$ cat config.mk
export PLATFORM = sky130hd
export DESIGN_NAME = uart_autobaud_detector_flat
export DESIGN_NICKNAME = d
export VERILOG_FILES = /design/src/rtl/uart_autobaud_detector_if.sv /design/src/rtl/uart_autobaud_detector.sv /design/src/flat_wrapper.sv
export SDC_FILE = /design/constraint.sdc
export NUM_CORES = 1
export LEC_CHECK = 0
export BUFFER_PORTS_ARGS = -buffer_cell sky130_fd_sc_hd__buf_2
export CAP_MARGIN = 40
export CORE_MARGIN = 1
export CORE_UTILIZATION = 35
export CTS_BUF_LIST = sky130_fd_sc_hd__clkbuf_4 sky130_fd_sc_hd__clkbuf_8 sky130_fd_sc_hd__clkbuf_16
export DETAILED_ROUTE_END_ITERATION = 12
export HOLD_SLACK_MARGIN = 0.02
export PLACE_DENSITY_LB_ADDON = 0.1
export SETUP_SLACK_MARGIN = 0.15
export SLEW_MARGIN = 20
export SYNTH_ARGS = -nofsm -noshare
export SYNTH_HDL_FRONTEND = slang
export SYNTH_SLANG_ARGS = --single-unit
$ cat constraint.sdc
create_clock -name Clk_In -period 3.9 [get_ports Clk_In]
set_input_delay 0.585 -clock Clk_In [delete_from_list [all_inputs] [get_ports Clk_In]]
set_output_delay 0.585 -clock Clk_In [all_outputs]
set_load 0.01 [all_outputs]
$ cat src/rtl/uart_autobaud_detector_if.sv
// Serial-line and result signals of the UART auto-baud detector.
// The master side drives the RX line and the arm pulse; the slave side
// (the detector) returns the detected mode and status strobes.
interface uart_autobaud_detector_if;
    logic       RX_In;
    logic       Detect_Start_In;
    logic [2:0] Baud_Rate_Mode_Out;
    logic       Mode_Valid_Out;
    logic       Busy_Out;
    logic       Done_Out;
    logic       Error_Out;

    modport master (
        output RX_In,
        output Detect_Start_In,
        input  Baud_Rate_Mode_Out,
        input  Mode_Valid_Out,
        input  Busy_Out,
        input  Done_Out,
        input  Error_Out
    );

    modport slave (
        input  RX_In,
        input  Detect_Start_In,
        output Baud_Rate_Mode_Out,
        output Mode_Valid_Out,
        output Busy_Out,
        output Done_Out,
        output Error_Out
    );
endinterface

$ cat src/rtl/uart_autobaud_detector.sv
// UART auto-baud detector: times the first four bit pairs of a 0x55
// calibration character (five falling edges, eight bit periods) and
// classifies the resulting bit period into one of six baud-mode codes.
// Optional build macro AUTOBAUD_GLITCH_FILTER_EN inserts a 3-tap majority
// filter after the RX synchronizer so 1-clock pulses are not seen as edges.
//
// state       | meaning
// ------------+------------------------------------------------------------
// S_IDLE      | waiting for Detect_Start_In
// S_WAIT_EDGE | armed, waiting (no timeout) for the start-bit falling edge
// S_MEASURE   | counting clocks until the 5th falling edge or timeout
// S_CLASSIFY  | one cycle: range check and nearest-rate selection
module uart_autobaud_detector #(
    parameter int unsigned SYS_CLOCK = 100_000_000
) (
    input  logic                   Clk_In,
    input  logic                   Reset_In,
    uart_autobaud_detector_if.slave abd
);

    localparam logic [31:0] P_4800   = SYS_CLOCK / 4800;
    localparam logic [31:0] P_9600   = SYS_CLOCK / 9600;
    localparam logic [31:0] P_19200  = SYS_CLOCK / 19200;
    localparam logic [31:0] P_38400  = SYS_CLOCK / 38400;
    localparam logic [31:0] P_57600  = SYS_CLOCK / 57600;
    localparam logic [31:0] P_115200 = SYS_CLOCK / 115200;

    // Midpoints between adjacent nominal periods; a period equal to a
    // midpoint resolves to the slower rate (the >= compares below).
    localparam logic [31:0] TH_4800  = (P_4800  + P_9600)   / 2;
    localparam logic [31:0] TH_9600  = (P_9600  + P_19200)  / 2;
    localparam logic [31:0] TH_19200 = (P_19200 + P_38400)  / 2;
    localparam logic [31:0] TH_38400 = (P_38400 + P_57600)  / 2;
    localparam logic [31:0] TH_57600 = (P_57600 + P_115200) / 2;

    localparam logic [31:0] MIN_PERIOD = P_115200 - P_115200 / 8;
    localparam logic [31:0] MAX_PERIOD = P_4800 + P_4800 / 8;
    localparam logic [31:0] TIMEOUT    = 9 * P_4800;

    typedef enum logic [1:0] {
        S_IDLE      = 2'd0,
        S_WAIT_EDGE = 2'd1,
        S_MEASURE   = 2'd2,
        S_CLASSIFY  = 2'd3
    } state_t;

    state_t      state, state_next;
    logic [31:0] span, span_next, span_inc;
    logic [2:0]  edge_cnt, edge_cnt_next;
    logic [2:0]  mode_q, mode_next, mode_sel;
    logic        valid_q, valid_next;
    logic        done_q, done_next;
    logic        error_q, error_next;
    logic [31:0] period;
    logic        rx_fall;

    logic rx_meta, rx_sync, rx_d1;

`ifdef AUTOBAUD_GLITCH_FILTER_EN
    logic rx_d2, rx_filt, filt_prev;

    // Synchronizer plus two history taps feeding the majority vote.
    always_ff @(posedge Clk_In or posedge Reset_In) begin
        if (Reset_In) begin
            rx_meta   <= 1'b1;
            rx_sync   <= 1'b1;
            rx_d1     <= 1'b1;
            rx_d2     <= 1'b1;
            filt_prev <= 1'b1;
        end else begin
            rx_meta   <= abd.RX_In;
            rx_sync   <= rx_meta;
            rx_d1     <= rx_sync;
            rx_d2     <= rx_d1;
            filt_prev <= rx_filt;
        end
    end

    assign rx_filt = (rx_sync & rx_d1) | (rx_sync & rx_d2) | (rx_d1 & rx_d2);
    assign rx_fall = filt_prev & ~rx_filt;
`else
    // Two-flop synchronizer plus one delay tap for edge detection.
    always_ff @(posedge Clk_In or posedge Reset_In) begin
        if (Reset_In) begin
            rx_meta <= 1'b1;
            rx_sync <= 1'b1;
            rx_d1   <= 1'b1;
        end else begin
            rx_meta <= abd.RX_In;
            rx_sync <= rx_meta;
            rx_d1   <= rx_sync;
        end
    end

    assign rx_fall = rx_d1 & ~rx_sync;
`endif

    // Bit period is one eighth of the measured span; map it to a mode code.
    always_comb begin
        period = {3'b000, span[31:3]};
        if (period >= TH_4800)       mode_sel = 3'b000;
        else if (period >= TH_9600)  mode_sel = 3'b001;
        else if (period >= TH_19200) mode_sel = 3'b010;
        else if (period >= TH_38400) mode_sel = 3'b011;
        else if (period >= TH_57600) mode_sel = 3'b100;
        else                         mode_sel = 3'b101;
    end

    // FSM and result registers.
    always_ff @(posedge Clk_In or posedge Reset_In) begin
        if (Reset_In) begin
            state    <= S_IDLE;
            span     <= '0;
            edge_cnt <= '0;
            mode_q   <= 3'b101;
            valid_q  <= 1'b0;
            done_q   <= 1'b0;
            error_q  <= 1'b0;
        end else begin
            state    <= state_next;
            span     <= span_next;
            edge_cnt <= edge_cnt_next;
            mode_q   <= mode_next;
            valid_q  <= valid_next;
            done_q   <= done_next;
            error_q  <= error_next;
        end
    end

    // Next-state logic; the timeout check precedes the edge check so a
    // coincident edge cannot rescue a measurement that has run too long.
    always_comb begin
        state_next    = state;
        span_next     = span;
        edge_cnt_next = edge_cnt;
        mode_next     = mode_q;
        valid_next    = valid_q;
        done_next     = 1'b0;
        error_next    = 1'b0;
        span_inc      = span + 32'd1;

        case (state)
            S_IDLE: begin
                if (abd.Detect_Start_In) begin
                    valid_next = 1'b0;
                    state_next = S_WAIT_EDGE;
                end
            end
            S_WAIT_EDGE: begin
                if (rx_fall) begin
                    span_next     = '0;
                    edge_cnt_next = 3'd1;
                    state_next    = S_MEASURE;
                end
            end
            S_MEASURE: begin
                span_next = span_inc;
                if (span_inc >= TIMEOUT) begin
                    error_next = 1'b1;
                    state_next = S_IDLE;
                end else if (rx_fall) begin
                    edge_cnt_next = edge_cnt + 3'd1;
                    if (edge_cnt == 3'd4) begin
                        state_next = S_CLASSIFY;
                    end
                end
            end
            S_CLASSIFY: begin
                if ((period < MIN_PERIOD) || (period > MAX_PERIOD)) begin
                    error_next = 1'b1;
                end else begin
                    mode_next  = mode_sel;
                    valid_next = 1'b1;
                    done_next  = 1'b1;
                end
                state_next = S_IDLE;
            end
            default: state_next = S_IDLE;
        endcase
    end

    assign abd.Baud_Rate_Mode_Out = mode_q;
    assign abd.Mode_Valid_Out     = valid_q;
    assign abd.Busy_Out           = (state != S_IDLE);
    assign abd.Done_Out           = done_q;
    assign abd.Error_Out          = error_q;

endmodule

$ cat src/flat_wrapper.sv
// flat-port wrapper written by rule: the top's interface ports become plain ports
module uart_autobaud_detector_flat 
#(
    parameter int unsigned SYS_CLOCK = 100_000_000
)
  (Clk_In, Reset_In, abd_RX_In, abd_Detect_Start_In, abd_Baud_Rate_Mode_Out, abd_Mode_Valid_Out, abd_Busy_Out, abd_Done_Out, abd_Error_Out);
  uart_autobaud_detector_if abd_i ();
  input  logic Clk_In;
  input  logic Reset_In;
  input wire logic [$bits(abd_i.RX_In)-1:0] abd_RX_In;
  input wire logic [$bits(abd_i.Detect_Start_In)-1:0] abd_Detect_Start_In;
  output wire logic [$bits(abd_i.Baud_Rate_Mode_Out)-1:0] abd_Baud_Rate_Mode_Out;
  output wire logic [$bits(abd_i.Mode_Valid_Out)-1:0] abd_Mode_Valid_Out;
  output wire logic [$bits(abd_i.Busy_Out)-1:0] abd_Busy_Out;
  output wire logic [$bits(abd_i.Done_Out)-1:0] abd_Done_Out;
  output wire logic [$bits(abd_i.Error_Out)-1:0] abd_Error_Out;
  assign abd_i.RX_In = abd_RX_In;
  assign abd_i.Detect_Start_In = abd_Detect_Start_In;
  assign abd_Baud_Rate_Mode_Out = abd_i.Baud_Rate_Mode_Out;
  assign abd_Mode_Valid_Out = abd_i.Mode_Valid_Out;
  assign abd_Busy_Out = abd_i.Busy_Out;
  assign abd_Done_Out = abd_i.Done_Out;
  assign abd_Error_Out = abd_i.Error_Out;
  uart_autobaud_detector #(.SYS_CLOCK(SYS_CLOCK)) u_core (.Clk_In(Clk_In), .Reset_In(Reset_In), .abd(abd_i));
endmodule
# Word-level counts from Yosys, hierarchy flattened
# Index checks and enable logic that the tools add are counted.
# totals
register_bits	46
inputBits	4
out_inout_bits	7
wordCells	69
# classes
n_addsub	2
order_cmp	8
n_eq_ne	11
mux	25
bitwise_logic	3
n_reduce_logical	10
# ops
cell	n
one-hot mux 32 bit (2 select lines)	1
>= comparator 29 x 12 -> 1 bit, second input constant	2
adder 32 x 1 -> 32 bit, second input constant	1
>= comparator 32 x 18 -> 1 bit, second input constant	1
two-way mux 32 bit	1
>= comparator 29 x 11 -> 1 bit, second input constant	1
>= comparator 29 x 13 -> 1 bit, second input constant	1
>= comparator 29 x 14 -> 1 bit, second input constant	1
greater-than comparator 29 x 15 -> 1 bit, second input constant	1
< comparator 29 x 10 -> 1 bit, second input constant	1
two-way mux 3 bit	7
two-way mux 2 bit	5
one-hot mux 2 bit (4 select lines)	1
AND reduction 4 bit	2
two-way mux 1 bit	7
!= test 2 bit, second input constant	3
!= test 3 x 1 -> 1 bit, second input constant	2
one-hot mux 3 bit (2 select lines)	1
nonzero test 2 bit	3
== test 2 bit, second input constant	2
!= test 2 x 1 -> 1 bit, second input constant	2
one-hot mux 1 bit (2 select lines)	2
AND reduction 2 bit	2
adder 3 x 1 -> 3 bit, second input constant	1
7 further kinds	8

# Depth between registers and ports, before layout
# Gate-level depths: netlist of the first run.
# depth
depth_word	6
ltp_mapped	10
ltp_nobuf	10

# Least setup slack after synthesis of the first run
# OpenSTA, ideal clock, no wires.
# synth_path
kind	reg-to-reg
from	register u_core.span[9]
to	register u_core.edge_cnt[2]
setup_time_ns	0.126
arrival_time_ns	2.600
required_ns	3.774
path_slack_ns	1.174
stages_incl_launch_ff	11
n_path_buf	2
synth_period_minus_slack_ns	2.726
cell_sequence	dfrtp_1 buf_4 nand4_2 or4_1 buf_2 nor4_4 xnor2_1 nand4_1 nor4_2 a31oi_1 a311o_1
# synth_via
elab_chain_cells	4
# synth_rtl
element	line	rtl
start: declaration	uart_autobaud_detector.sv:48	logic [31:0] span, span_next, span_inc;
start signal: assignment	uart_autobaud_detector.sv:121	span <= span_next;
adder 32 x 1 -> 32 bit	uart_autobaud_detector.sv:140	span_inc = span + 32'd1;
>= comparator 32 x 18 -> 1 bit	uart_autobaud_detector.sv:158	if (span_inc >= TIMEOUT) begin
!= test 2 bit (no line)	--	
AND reduction 4 bit (no line)	--	
end signal: assignment	uart_autobaud_detector.sv:122	edge_cnt <= edge_cnt_next;
end: declaration	uart_autobaud_detector.sv:49	logic [2:0] edge_cnt, edge_cnt_next;
# Every way passes these cells.
# A chain may end at the register's enable or synchronous reset.

# Worst setup path in the final report of the first run
# layout_path
from	register u_core.span[0]
to	register u_core.edge_cnt[2]
# Same word-level chain as after synthesis.

==> results of run 1 <==
-- cells in the mapped netlist, types with 4 or more instances --
library cell,count
ha_1,5
dfrtp_1,41
nand4_1,17
o31ai_1,8
a21o_1,4
buf_4,4
inv_1,15
xor2_1,4
nor4_1,9
clkbuf_1,31
nor3_1,10
or3_1,4
nor2_1,34
and4_1,4
xnor2_1,8
a21oi_1,20
nor2b_1,4
dfstp_2,5
nand3_1,14
a31oi_1,10
nand2_1,41
and3_1,7
o21ai_0,60
-- cells by family (layout without fill, tap and decap cells) --
logic type                 Yosys count  count (layout)
AOI/OAI and AO/OA                  129             129
xor gates and xnor gates            12              12
adders and majority gates            5               5
buffers and inverters               56              41
DFF                                 46              46
muxes                                3               3
and+or+nand+nor                    174             174
-- stage by stage --
stage	utilization	instance area [µm²]	setup WS [ns]
6_report	0.390	3640	0.523
3_5_place_dp	0.380	3550	0.538
2_1_floorplan	-	3410	1.17
4_1_cts	0.390	3640	0.525
3_3_place_gp	0.373	3480	0.676
5_1_grt	0.390	3640	0.215
-- cell type report --
type / instances / area share
multi-input combinational: 323 / 0.555
sequential: 46 / 0.318
tap: 129 / 0.0443
timing repair buffer: 18 / 0.0413
clock buffer: 5 / 0.0189
inverter: 15 / 0.0155
clock inverter: 3 / 0.00688
-- per-layer routing --
layer | GRT usage | vias up | part of all wire
met5 | 0 | - | 0
met4 | 0.0357 | 0 | 0.0048
met3 | 0.0250 | 6 | 0.040
met2 | 0.306 | 78 | 0.45
met1 | 0.289 | 1563 | 0.50
li1 | - | 1532 | -
-- how the worst max path moves through the flow --
stage                        start                 end  slack, ns  cells after the start
floorplan           u_core.span[9]  u_core.edge_cnt[2]       1.17                     10
finish              u_core.span[0]  u_core.edge_cnt[2]       0.52                      9
detailed placement  u_core.span[0]  u_core.edge_cnt[2]       0.54                      9
CTS                 u_core.span[0]  u_core.edge_cnt[2]       0.52                      9
global route        u_core.span[0]  u_core.edge_cnt[2]       0.21                      9
global placement    u_core.span[0]  u_core.edge_cnt[2]       0.68                      9
-- power by group through the flow --
stage,clock network [mW],logic (mW),registers [mW]
floorplan,0,0.317,0.557
global placement,0,0.418,0.581
detailed placement,0,0.461,0.584
CTS,0.338,0.464,0.574
global route,0.359,0.515,0.584
finish,0.326,0.460,0.575
-- registers in the layout, summed over array words and instances, names as in the netlist --
name,count
u_core.state,2
u_core.rx_d1,1
u_core.edge_cnt,3
u_core.rx_sync,1
u_core.span,32
u_core.abd.Done_Out,1
u_core.abd.Mode_Valid_Out,1
u_core.abd.Error_Out,1
u_core.rx_meta,1
u_core.abd.Baud_Rate_Mode_Out,3
==> flow_summary.toml, run 1 <==
[logic_synthesis]
syn_avg_cell_area_um2 = 8.02
synth_xor_area_frac = 0.0308
ys_ff_latch = 46
async_reset_ff_frac = 1.00
ys_seq_area_frac = 0.339
netlist_area_mm2 = 0.00341
syn-instance-count = 425
synth_edf_count = 0
ys.flop_type = "dfrtp_1"
synth_simple_gate_area_frac = 0.298
ys_top_cells_by_area = "dfrtp_1, o21ai_0, nand2_1, dfstp_2, nor2_1"
synth_top_family_by_area = "simple AND/OR/NAND/NOR gates"
synth_cell_type_count = 63
synthMuxAreaShare = 0.00991
synth.top_cell.area_share = 0.301
synth_nets = 434
synth_compound_area_frac = 0.232
yosysTopAreaCell = "dfrtp_1"
synthAdderAreaFrac = 0.0183
yosysWarnings = 0

[floorplan]
core_mm2 = 0.00933
dieHeight_um = 101
start_util = 0.366
die_w_um = 101
io_pins = 11
die-area_mm2 = 0.0101
num_rows = 35

[clock_network]
htreeDepth = 2
cts_tree = "done"
cts_max_path_buffers = 2
clk_latency_ns = 0.31
clkTransAtPathRegs_ns = 0.10
postCtsSetupBuffers = 0
cts_buffers = 5
cts_resized = 0
clock-root-buffer = "clkbuf_8"
cts.sinks = 46
cts_hold_buf = 0

[cells_and_area]
fillers = 975
final_common_cell = "o21ai_0"
regArea_mm2 = 0.00116
instances_no_fill = 539
final_cell_mix = "o21ai_0, nand2_1, dfrtp_1"
antennaDiodeCount = 0
drive_gt1_frac = 0.134
multi_input_area_mm2 = 0.00202
syn_to_final_growth_pct = 6.75
nNetsFinal = 418

[min_path]
hold_path_class = "in2async"

[worst_setup_path]
path_class = "reg2reg"
rrSetupSlack_ns = 0.52
r2r_start = "u_core.span[0]"
path_cells = "ha_1 > nand4_1 > or4_1 > nor2_2 > xnor2_1 > a31oi_1 > nor4_2 > a31oi_1 > a311o_1"
critPathMaxStageDelay_ns = 0.63
critical_path_arrival_ns = 3.58
reg2reg_depth = 9
critPathLaunchType = "register"
crit_path_top_delay_cell = "or4_1"
cpMostUsedCell = "a31oi_1"
required_ns = 4.10
path_max_fanout = 12
cp_num_buf_inv = 0
cpLargestDelayFamily = "simple AND/OR/NAND/NOR gates"
crit_path_end_kind = "register"
reg2reg_to = "u_core.edge_cnt[2]"

[grt]
grtUsageTotal = 0.195
overflow = 0
grt_pass1_wl_um = 15600
grt_pass1_vias = 2910
grt_max_degree = 25
antenna_found_initial = 0

[detailed_routing]
antenna_left = 0
first_iter_violations = 253
totalWireLength_um = 9320
route.detailed.drc = 0
vias = 3179
dr.pass1.iters = 5
drt-wirelength-per-cell_um = 17.3
viasPerCell = 5.90

[power]
p_sw_frac = 0.397
intPower_uw = 820
clkPwrFrac = 0.239
p_per_area_mw_per_mm2 = 374
p_switching_uw = 540
power_frac_comb = 0.338
finalPower_mw = 1.36
vdd_drop_max_mv = 0.179
seqPwrFrac = 0.423
p_leak_nw = 1.51

[sta]
tightest_slew_ns = 0.669
timing.final.crit_share = 0.866
rsz0062_at_grt = "false"
drv_slew = 0
tns_ns = 0
setup_viol = 0
maxSlewHeadroom = 0.550
whs_ns = 0.311
max_freq_mhz = 296
hold_viol_final = 0
fin_crit_ns = 3.38
finalClockSkew_ns = 0.00464

[placed_design]
place_inst = 531
gp_congestion = 0.830
dp_hpwl_um = 6620
io_buffers = 10

[run]
maxCapViolCount = 0

[outcome]
status = "complete, no violations"
Note: power is estimated with default switching activity, not from simulation.
==> run 2: changes to the inputs <==
--- a/config.mk
+++ b/config.mk
@@ -7,11 +7,12 @@
 export LEC_CHECK = 0
 export BUFFER_PORTS_ARGS = -buffer_cell sky130_fd_sc_hd__buf_2
 export CAP_MARGIN = 40
+export CORE_ASPECT_RATIO = 1.2
 export CORE_MARGIN = 1
 export CORE_UTILIZATION = 35
 export CTS_BUF_LIST = sky130_fd_sc_hd__clkbuf_4 sky130_fd_sc_hd__clkbuf_8 sky130_fd_sc_hd__clkbuf_16
 export DETAILED_ROUTE_END_ITERATION = 12
-export HOLD_SLACK_MARGIN = 0.02
+export HOLD_SLACK_MARGIN = 0.08
 export PLACE_DENSITY_LB_ADDON = 0.1
 export SETUP_SLACK_MARGIN = 0.15
 export SLEW_MARGIN = 20
==> run 2 against run 1 <==
Effect of this change: global-route usage decreased by 0.29 points; sequential cell count did not move; clock-buffer cell count stayed put; largest cell class unchanged; hold slack improved by 0.0074 ns; first-iteration DRC count shrank 3.2%; clock power increased by 73%; final cell count is 0.74% lower.
==> flow_summary.toml, run 2 (synthesis results as in run 1) <==
[outcome]
status = "complete, no violations"

[cells_and_area]
drive_gt1_frac = 0.138
max_flop_register = "u_core.span"
final_util = 0.393
final_common_cell = "o21ai_0"
largest_reg_flops = 32
nNetsFinal = 420
syn_to_final_growth_pct = 9.80
postLayoutCellArea_mm2 = 0.00374
final_cell_mix = "o21ai_0, nand2_1, dfrtp_1"
instances_no_fill = 535
antennaDiodeCount = 0

[run]
maxCapViolCount = 0

[placed_design]
placed_area_mm2 = 0.00355
io_buffers = 10
gp_congestion = 0.791
post-place-ws_ns = 0.523
place_inst = 527
dp_hpwl_um = 6650

[detailed_routing]
dr.pass1.iters = 5
first_iter_violations = 245
viasPerCell = 5.84
totalWireLength_um = 9250
antenna_left = 0
drt-wirelength-per-cell_um = 17.3
vias = 3123
route.detailed.drc = 0

[power]
p_leak_nw = 1.57
p_per_area_mw_per_mm2 = 427
finalPower_mw = 1.60
vdd_drop_max_mv = 0.267

[sta]
tns_ns = 0
layout_setup_ws_ns = 0.525
finalClockSkew_ns = 0.00799
drv_slew = 0
maxSlewHeadroom = 0.492
timing.final.crit_share = 0.865
setup_viol = 0
rsz0062_at_grt = "false"
whs_ns = 0.319
tightest_slew_ns = 0.760
max_freq_mhz = 296
hold_viol_final = 0
fin_crit_ns = 3.37

[floorplan]
die-area_mm2 = 0.0101
core_mm2 = 0.00952
dieHeight_um = 110
start_util = 0.358
die_w_um = 92.1
num_rows = 39
io_pins = 11

[grt]
overflow = 0
grt_pass1_vias = 2794
grt_max_degree = 27
antenna_found_initial = 0
grtUsageTotal = 0.192
grt_pass1_wl_um = 15100

[clock_network]
clock-root-buffer = "clkbuf_16"
htreeDepth = 2
clk_latency_ns = 0.30
cts_buffers = 5
cts_resized = 0
clkTransAtPathRegs_ns = 0.07
cts.sinks = 46
cts_hold_buf = 0
cts_max_path_buffers = 2
postCtsSetupBuffers = 0
cts_tree = "done"

[worst_setup_path]
path_max_fanout = 12
cpMostUsedCell = "a31oi_1"
critical_path_arrival_ns = 3.55
critPathLaunchType = "register"
critPathMaxStageDelay_ns = 0.62
path_cells = "ha_1 > nand4_1 > or4_1 > nor2_2 > xnor2_1 > a31oi_1 > nor4_2 > a31oi_1 > a311o_1"
required_ns = 4.08
crit_path_end_kind = "register"
path_class = "reg2reg"
crit_path_top_delay_cell = "or4_1"

[min_path]
hold_path_class = "in2async"
## run 2: per-layer routing
metal  part of all wire  GRT usage
met1               0.47      0.264
met5                  0          0
met4              0.011     0.0513
met3              0.031     0.0267
met2               0.48      0.318
## run 2: worst max-delay path, delay by kind of cell (launching register included)
kind            cells  cell delay, ns
fa+ha+maj           1            0.45
flops               1            0.49
xor+xnor            1            0.15
simple gates        4            1.57
compound gates      3            0.61
## run 2: final timing paths
path                           startpoint            endpoint  slack, ns  cells past startpoint
max in group asynchronous        Reset_In      u_core.rx_meta       2.99                      3
hold reg to reg            u_core.rx_meta      u_core.rx_sync       0.36                      0
setup reg to reg           u_core.span[0]  u_core.edge_cnt[2]       0.53                      9
hold / removal                   Reset_In      u_core.span[7]       0.32                      2
min in group Clk_In        u_core.rx_meta      u_core.rx_sync       0.36                      0
setup / recovery           u_core.span[0]  u_core.edge_cnt[2]       0.53                      9
## run 2: layout make-up
type                    instances  area (µm²)
clock buffers                   5         125
flip-flops and latches         46        1160
inverters                      15        56.3
multi-input cells             323        2020
well taps                     123         154
fillers                       972        5770
clock inverters                 3        68.8
repair buffers                 20         161
## run 2: report_power, final
part           switching (mW)  leakage [nW]  internal (mW)  total (mW)
Clock                   0.196        0.0940          0.369       0.565
Sequential             0.0595         0.612          0.518       0.577
Combinational           0.285         0.867          0.170       0.455
